$ cat config.mk
export PLATFORM = sky130hd
export DESIGN_NAME = hilo_ctrl_flat
export DESIGN_NICKNAME = d
export VERILOG_FILES = /design/src/rtl/hilo_md_if.sv /design/src/rtl/hilo_ctrl.sv /design/src/flat_wrapper.sv
export SDC_FILE = /design/constraint.sdc
export NUM_CORES = 1
export LEC_CHECK = 0
export CORE_UTILIZATION = 40
export DETAILED_ROUTE_END_ITERATION = 12
export PLACE_DENSITY = 0.79
export SYNTH_ARGS = -nofsm -noshare
export SYNTH_HDL_FRONTEND = slang
export SYNTH_SLANG_ARGS = --single-unit
$ cat constraint.sdc
create_clock -name clk -period 3.9 [get_ports clk]
set_input_delay 0.78 -clock clk [delete_from_list [all_inputs] [get_ports clk]]
set_output_delay 0.78 -clock clk [all_outputs]
set_load 0.01 [all_outputs]
$ cat src/rtl/hilo_md_if.sv
// Handshake and operand/result bundle between the HI/LO controller and the
// multiply/divide unit.
interface hilo_md_if;
  logic        md_start;
  logic        md_set;
  logic [31:0] md_a;
  logic [31:0] md_b;
  logic [31:0] md_high;
  logic [31:0] md_low;
  logic        md_zero;

  modport master (
    output md_start, md_set, md_a, md_b,
    input  md_high, md_low, md_zero
  );

  modport slave (
    input  md_start, md_set, md_a, md_b,
    output md_high, md_low, md_zero
  );
endinterface

$ cat src/rtl/hilo_ctrl.sv
// HI/LO register controller: sequences a fixed-latency multiply/divide unit,
// captures its result into HI/LO and arbitrates direct register writes.
module hilo_ctrl #(
  parameter int unsigned MD_CYCLES = 33
) (
  input  logic        clk,
  input  logic        reset,
  input  logic        op_start,
  input  logic        op_div,
  input  logic [31:0] data_a,
  input  logic [31:0] data_b,
  input  logic        hi_we,
  input  logic        lo_we,
  input  logic [31:0] wdata,
  hilo_md_if.master   md,
  output logic [31:0] hi,
  output logic [31:0] lo,
  output logic        busy,
  output logic        done,
  output logic        div_zero
);

  localparam int unsigned CNT_W    = 6;
  localparam int unsigned DATA_W   = 32;
  localparam logic [CNT_W-1:0] CNT_LAST = CNT_W'(MD_CYCLES - 1);

  typedef enum logic [1:0] {
    S_IDLE,
    S_BUSY,
    S_CAPTURE,
    S_DONE
  } state_t;

  state_t              state_q, state_d;
  logic [CNT_W-1:0]    cnt_q, cnt_d;
  logic [DATA_W-1:0]   md_a_q, md_a_d;
  logic [DATA_W-1:0]   md_b_q, md_b_d;
  logic                md_set_q, md_set_d;
  logic                md_start_q, md_start_d;
  logic [DATA_W-1:0]   hi_q, hi_d;
  logic [DATA_W-1:0]   lo_q, lo_d;
  logic                done_q, done_d;
  logic                div_zero_q, div_zero_d;

  // State and datapath registers
  always_ff @(posedge clk or negedge reset) begin
    if (!reset) begin
      state_q    <= S_IDLE;
      cnt_q      <= '0;
      md_a_q     <= '0;
      md_b_q     <= '0;
      md_set_q   <= 1'b0;
      md_start_q <= 1'b0;
      hi_q       <= '0;
      lo_q       <= '0;
      done_q     <= 1'b0;
      div_zero_q <= 1'b0;
    end else begin
      state_q    <= state_d;
      cnt_q      <= cnt_d;
      md_a_q     <= md_a_d;
      md_b_q     <= md_b_d;
      md_set_q   <= md_set_d;
      md_start_q <= md_start_d;
      hi_q       <= hi_d;
      lo_q       <= lo_d;
      done_q     <= done_d;
      div_zero_q <= div_zero_d;
    end
  end

  // Next-state, datapath and status decode
  always_comb begin
    state_d    = state_q;
    cnt_d      = cnt_q;
    md_a_d     = md_a_q;
    md_b_d     = md_b_q;
    md_set_d   = md_set_q;
    md_start_d = 1'b0;
    hi_d       = hi_q;
    lo_d       = lo_q;
    done_d     = 1'b0;
    div_zero_d = 1'b0;
    busy       = 1'b0;

    unique case (state_q)
      S_IDLE: begin
        busy = op_start;
        if (hi_we) hi_d = wdata;
        if (lo_we) lo_d = wdata;
        if (op_start) begin
          state_d    = S_BUSY;
          cnt_d      = '0;
          md_a_d     = data_a;
          md_b_d     = data_b;
          md_set_d   = op_div;
          md_start_d = 1'b1;
        end
      end

      S_BUSY: begin
        busy       = 1'b1;
        md_start_d = 1'b1;
        if (cnt_q == CNT_LAST) begin
          state_d = S_CAPTURE;
        end else begin
          cnt_d = cnt_q + CNT_W'(1);
        end
      end

      S_CAPTURE: begin
        busy    = 1'b1;
        state_d = S_DONE;
        done_d  = 1'b1;
        // A zero divisor leaves HI/LO untouched; the flag only matters for divide.
        if (md_set_q && md.md_zero) begin
          div_zero_d = 1'b1;
        end else begin
          hi_d = md.md_high;
          lo_d = md.md_low;
        end
      end

      S_DONE: begin
        state_d = S_IDLE;
        if (hi_we) hi_d = wdata;
        if (lo_we) lo_d = wdata;
      end

      default: state_d = S_IDLE;
    endcase
  end

  assign md.md_start = md_start_q;
  assign md.md_set   = md_set_q;
  assign md.md_a     = md_a_q;
  assign md.md_b     = md_b_q;
  assign hi          = hi_q;
  assign lo          = lo_q;
  assign done        = done_q;
  assign div_zero    = div_zero_q;

endmodule

$ cat src/flat_wrapper.sv
// flat-port wrapper written by rule: the top's interface ports become plain ports
module hilo_ctrl_flat 
#(
  parameter int unsigned MD_CYCLES = 33
)
  (clk, reset, op_start, op_div, data_a, data_b, hi_we, lo_we, wdata, hi, lo, busy, done, div_zero, md_md_start, md_md_set, md_md_a, md_md_b, md_md_high, md_md_low, md_md_zero);
  hilo_md_if md_i ();
  input  logic clk;
  input  logic reset;
  input  logic op_start;
  input  logic op_div;
  input  logic [31:0] data_a;
  input  logic [31:0] data_b;
  input  logic hi_we;
  input  logic lo_we;
  input  logic [31:0] wdata;
  output logic [31:0] hi;
  output logic [31:0] lo;
  output logic busy;
  output logic done;
  output logic div_zero;
  output wire logic [$bits(md_i.md_start)-1:0] md_md_start;
  output wire logic [$bits(md_i.md_set)-1:0] md_md_set;
  output wire logic [$bits(md_i.md_a)-1:0] md_md_a;
  output wire logic [$bits(md_i.md_b)-1:0] md_md_b;
  input wire logic [$bits(md_i.md_high)-1:0] md_md_high;
  input wire logic [$bits(md_i.md_low)-1:0] md_md_low;
  input wire logic [$bits(md_i.md_zero)-1:0] md_md_zero;
  assign md_md_start = md_i.md_start;
  assign md_md_set = md_i.md_set;
  assign md_md_a = md_i.md_a;
  assign md_md_b = md_i.md_b;
  assign md_i.md_high = md_md_high;
  assign md_i.md_low = md_md_low;
  assign md_i.md_zero = md_md_zero;
  hilo_ctrl #(.MD_CYCLES(MD_CYCLES)) u_core (.clk(clk), .reset(reset), .op_start(op_start), .op_div(op_div), .data_a(data_a), .data_b(data_b), .hi_we(hi_we), .lo_we(lo_we), .wdata(wdata), .md(md_i), .hi(hi), .lo(lo), .busy(busy), .done(done), .div_zero(div_zero));
endmodule
==> insert_results.sql <==
INSERT INTO impl_metrics (metric_group, metric, value, unit) VALUES
('timing', 'finalSetupTns', '0', 'ns'),
('synth', 'synth-edff-count', '0', ''),
('setup_path', 'reg2reg_to', 'u_core.lo[3]', ''),
('floorplanning', 'io-pin-count', '300', ''),
('floorplanning', 'core-area', '0.01453', 'mm²'),
('drt', 'drt-vias-per-instance', '5.049', ''),
('cells_and_area', 'post_route_utilization', '0.6655', ''),
('cts', 'cts.repair_timing.setup_buffer_count', '0', ''),
('placed_design', 'place_inst', '984', ''),
('drt', 'dr.pass1.iters', '5', ''),
('job', 'timing.max_cap.violations', '0', ''),
('setup_path', 'worstSetupStartpointType', 'primary input', ''),
('synth', 'synth_largest_area_cell', 'sky130_fd_sc_hd__dfrtp_1', ''),
('setup_path', 'cp_data_required_time', '3.12', 'ns'),
('pwr', 'leakagePower', '0.004245', 'µW'),
('synth', 'ys_top_cells_by_area', 'sky130_fd_sc_hd__dfrtp_1, sky130_fd_sc_hd__mux2_2, sky130_fd_sc_hd__a21oi_1, sky130_fd_sc_hd__nor2_1, sky130_fd_sc_hd__nor2b_1', ''),
('timing', 'least_margin_pin_slew', '0.9131', 'ns'),
('synth', 'postSynthRegisterBits', '140', ''),
('cells_and_area', 'non_filler_cells_in_the_finished_layout', '1016', ''),
('cts', 'cts-root-to-sink-buffers', '2', ''),
('cts', 'tritoncts', 'done', ''),
('synth', 'synth.lib_cells_used.distinct', '31', ''),
('placed_design', 'dp_hpwl', '12310', 'µm'),
('cells_and_area', 'antenna-diode-count', '0', ''),
('floorplanning', 'horiz_die_dim', '123.9', 'µm'),
('timing', 'timing.final.crit_share', '0.7612', ''),
('global_routing', 'grt_start_max_net_pins', '99', ''),
('cts', 'clock_insertion_delay_worst_skew', '0.42', 'ns'),
('cts', 'post_cts_resize_count', '0', ''),
('min_path', 'worst_hold_path_type', 'primary input to async pin', ''),
('placed_design', 'finalWeightedCongestion', '0.8522', ''),
('drt', 'drt_iter0_markers', '272', ''),
('cts', 'clkTransAtPathRegs', '0.06', 'ns'),
('cells_and_area', 'final_design_area_no_fill', '0.009672', 'mm²'),
('cells_and_area', 'n_fill_cell', '1078', ''),
('drt', 'overall_routed_net_length', '16910', 'µm'),
('synth', 'number_of_warning_messages_in_the_yosys_log', '0', ''),
('synth', 'synthTopCellsByCount', 'sky130_fd_sc_hd__dfrtp_1, sky130_fd_sc_hd__a21oi_1, sky130_fd_sc_hd__nor2_1, sky130_fd_sc_hd__mux2_2, sky130_fd_sc_hd__nor2b_1', ''),
('cts', 'cts_sinks', '140', ''),
('synth', 'netlist_area', '0.005947', 'mm²'),
('timing', 'timing_max_transition_violations_final', '0', ''),
('timing', 'timing.slew.headroom', '0.3913', ''),
('drt', 'detail-route-antenna-nets', '0', ''),
('placed_design', 'placed_cell_area', '0.009087', 'mm²'),
('timing', 'rsz0062_at_grt', 'false', ''),
('cts', 'cts-hold-fix-buffers', '0', ''),
('setup_path', 'timing.reg2reg.setup_slack', '1.29', 'ns'),
('setup_path', 'timing_worst_setup_path_type', 'primary input to output port', ''),
('setup_path', 'worst_r2r_startpoint', 'u_core.state_q[0]', ''),
('run_status', 'outcome', 'finished clean', ''),
('floorplanning', 'rows', '44', ''),
('timing', 'fin_worst_skew', '0.01137', 'ns'),
('drt', 'detail_route.drc_violations', '0', ''),
('pwr', 'pwr_density_cell', '360.8', 'mW/mm²'),
('cts', 'root_buf_cell', 'sky130_fd_sc_hd__clkbuf_16', ''),
('synth', 'synth_sequential_area_ratio', '0.5891', ''),
('cells_and_area', 'seq_area', '0.003503', 'mm²'),
('synth', 'synth_cells', '530', ''),
('pwr', 'max-vdd-ir-drop', '0.0002747', 'V'),
('synth', 'syn_area_per_cell', '11.22', 'µm²'),
('pwr', 'total_power', '3490', 'µW'),
('global_routing', 'antenna_violations_before_repair', '0', ''),
('timing', 'min_period', '2.969', 'ns'),
('drt', 'num_vias', '5130', ''),
('global_routing', 'wire_length_of_the_first_global_routing_pass', '25230', 'µm'),
('global_routing', 'first_global_vias', '5111', ''),
('floorplanning', 'dieArea', '0.01536', 'mm²'),
('global_routing', 'groute.usage.overall', '0.2190', ''),
('synth', 'synth_most_common_cell', 'sky130_fd_sc_hd__dfrtp_1', ''),
('synth', 'ys_flop_type', 'sky130_fd_sc_hd__dfrtp_1', ''),
('drt', 'route.detailed.wl_per_inst', '16.64', 'µm');
-- registers in the layout, summed over array words and instances (netlist names) --
signal	cells
u_core.hi	32
u_core.lo	32
u_core.md.md_a	32
u_core.md.md_b	32
u_core.cnt_q	6
u_core.state_q	2
u_core.div_zero	1
u_core.done	1
u_core.md.md_set	1
u_core.md.md_start	1
-- worst max-delay path by stage --
| stage | start | endpoint | slack, ns | cells past startpoint |
|---|---|---|---|---|
| after detailed placement | op_start | busy | 0.95 | 4 |
| final | op_start | busy | 0.93 | 4 |
| after global placement | op_start | busy | 0.96 | 4 |
| after global routing | op_start | busy | 0.88 | 4 |
| after CTS | op_start | busy | 0.94 | 4 |
| after floorplan | u_core.state_q[0] | busy | 1.54 | 7 |
-- per-stage QoR --
step | setup slack [ns] | hold slack [ns]
2_1_floorplan | 1.541 | 0.4844
3_3_place_gp | 0.9601 | 0.4735
3_5_place_dp | 0.9512 | 0.4843
4_1_cts | 0.9405 | 0.4608
5_1_grt | 0.8821 | 0.4918
6_report | 0.9312 | 0.4336
-- metal layers --
metal	wire, µm	global-route usage
met5	0	0
met3	1383	0.08104
met4	423	0.09747
met1	6245	0.2373
met2	8856	0.3809
-- kinds of logic (layout without fill, tap and decap cells) --
family	Yosys count	in the layout	share of synthesized area
AO/OA/AOI/OAI	148	148	0.1296
adder cells (fa/ha/maj)	8	8	0.01683
buffers and inverters	41	343	0.03114
flip-flops	140	140	0.5891
multiplexers	67	67	0.1267
AND/OR/NAND/NOR	126	126	0.1067
-- power breakdown --
| part | total [µW] | internal [µW] | leakage, µW | switching, µW |
|---|---|---|---|---|
| sequential | 1520 | 1500 | 0.00183 | 24.1 |
| combinational | 383 | 252 | 0.00214 | 131 |
| clock | 1590 | 962 | 0.000280 | 626 |
-- critical path, cell delays in order --
cell and delay, ns:
sky130_fd_sc_hd__clkdlybuf4s50_1 0.66, sky130_fd_sc_hd__a21oi_1 0.12, sky130_fd_sc_hd__nor2_1 0.09, sky130_fd_sc_hd__clkdlybuf4s50_1 0.54
-- cells in the final DEF, fill, tap and decap left out, types with 4 or more instances in the layout --
cell type and instances:
sky130_fd_sc_hd__a21oi_1 130, sky130_fd_sc_hd__a31oi_1 4, sky130_fd_sc_hd__buf_4 6, sky130_fd_sc_hd__clkbuf_16 17, sky130_fd_sc_hd__clkdlybuf4s50_1 298, sky130_fd_sc_hd__dfrtp_1 140, sky130_fd_sc_hd__ha_1 7, sky130_fd_sc_hd__inv_1 5
sky130_fd_sc_hd__mux2_2 63, sky130_fd_sc_hd__nand4_1 7, sky130_fd_sc_hd__nor2_1 70, sky130_fd_sc_hd__nor2b_1 34, sky130_fd_sc_hd__o21ai_0 7
-- layout make-up --
| type | instances | area share |
|---|---|---|
| inverters | 5 | 0.001940 |
| flip-flops and latches | 140 | 0.3622 |
| clock buffers | 19 | 0.04580 |
| multi-input cells | 349 | 0.2353 |
| clock inverters | 13 | 0.01462 |
| repair buffers | 306 | 0.3163 |
| well taps | 184 | 0.02380 |
(Power assumes the default switching activity.)
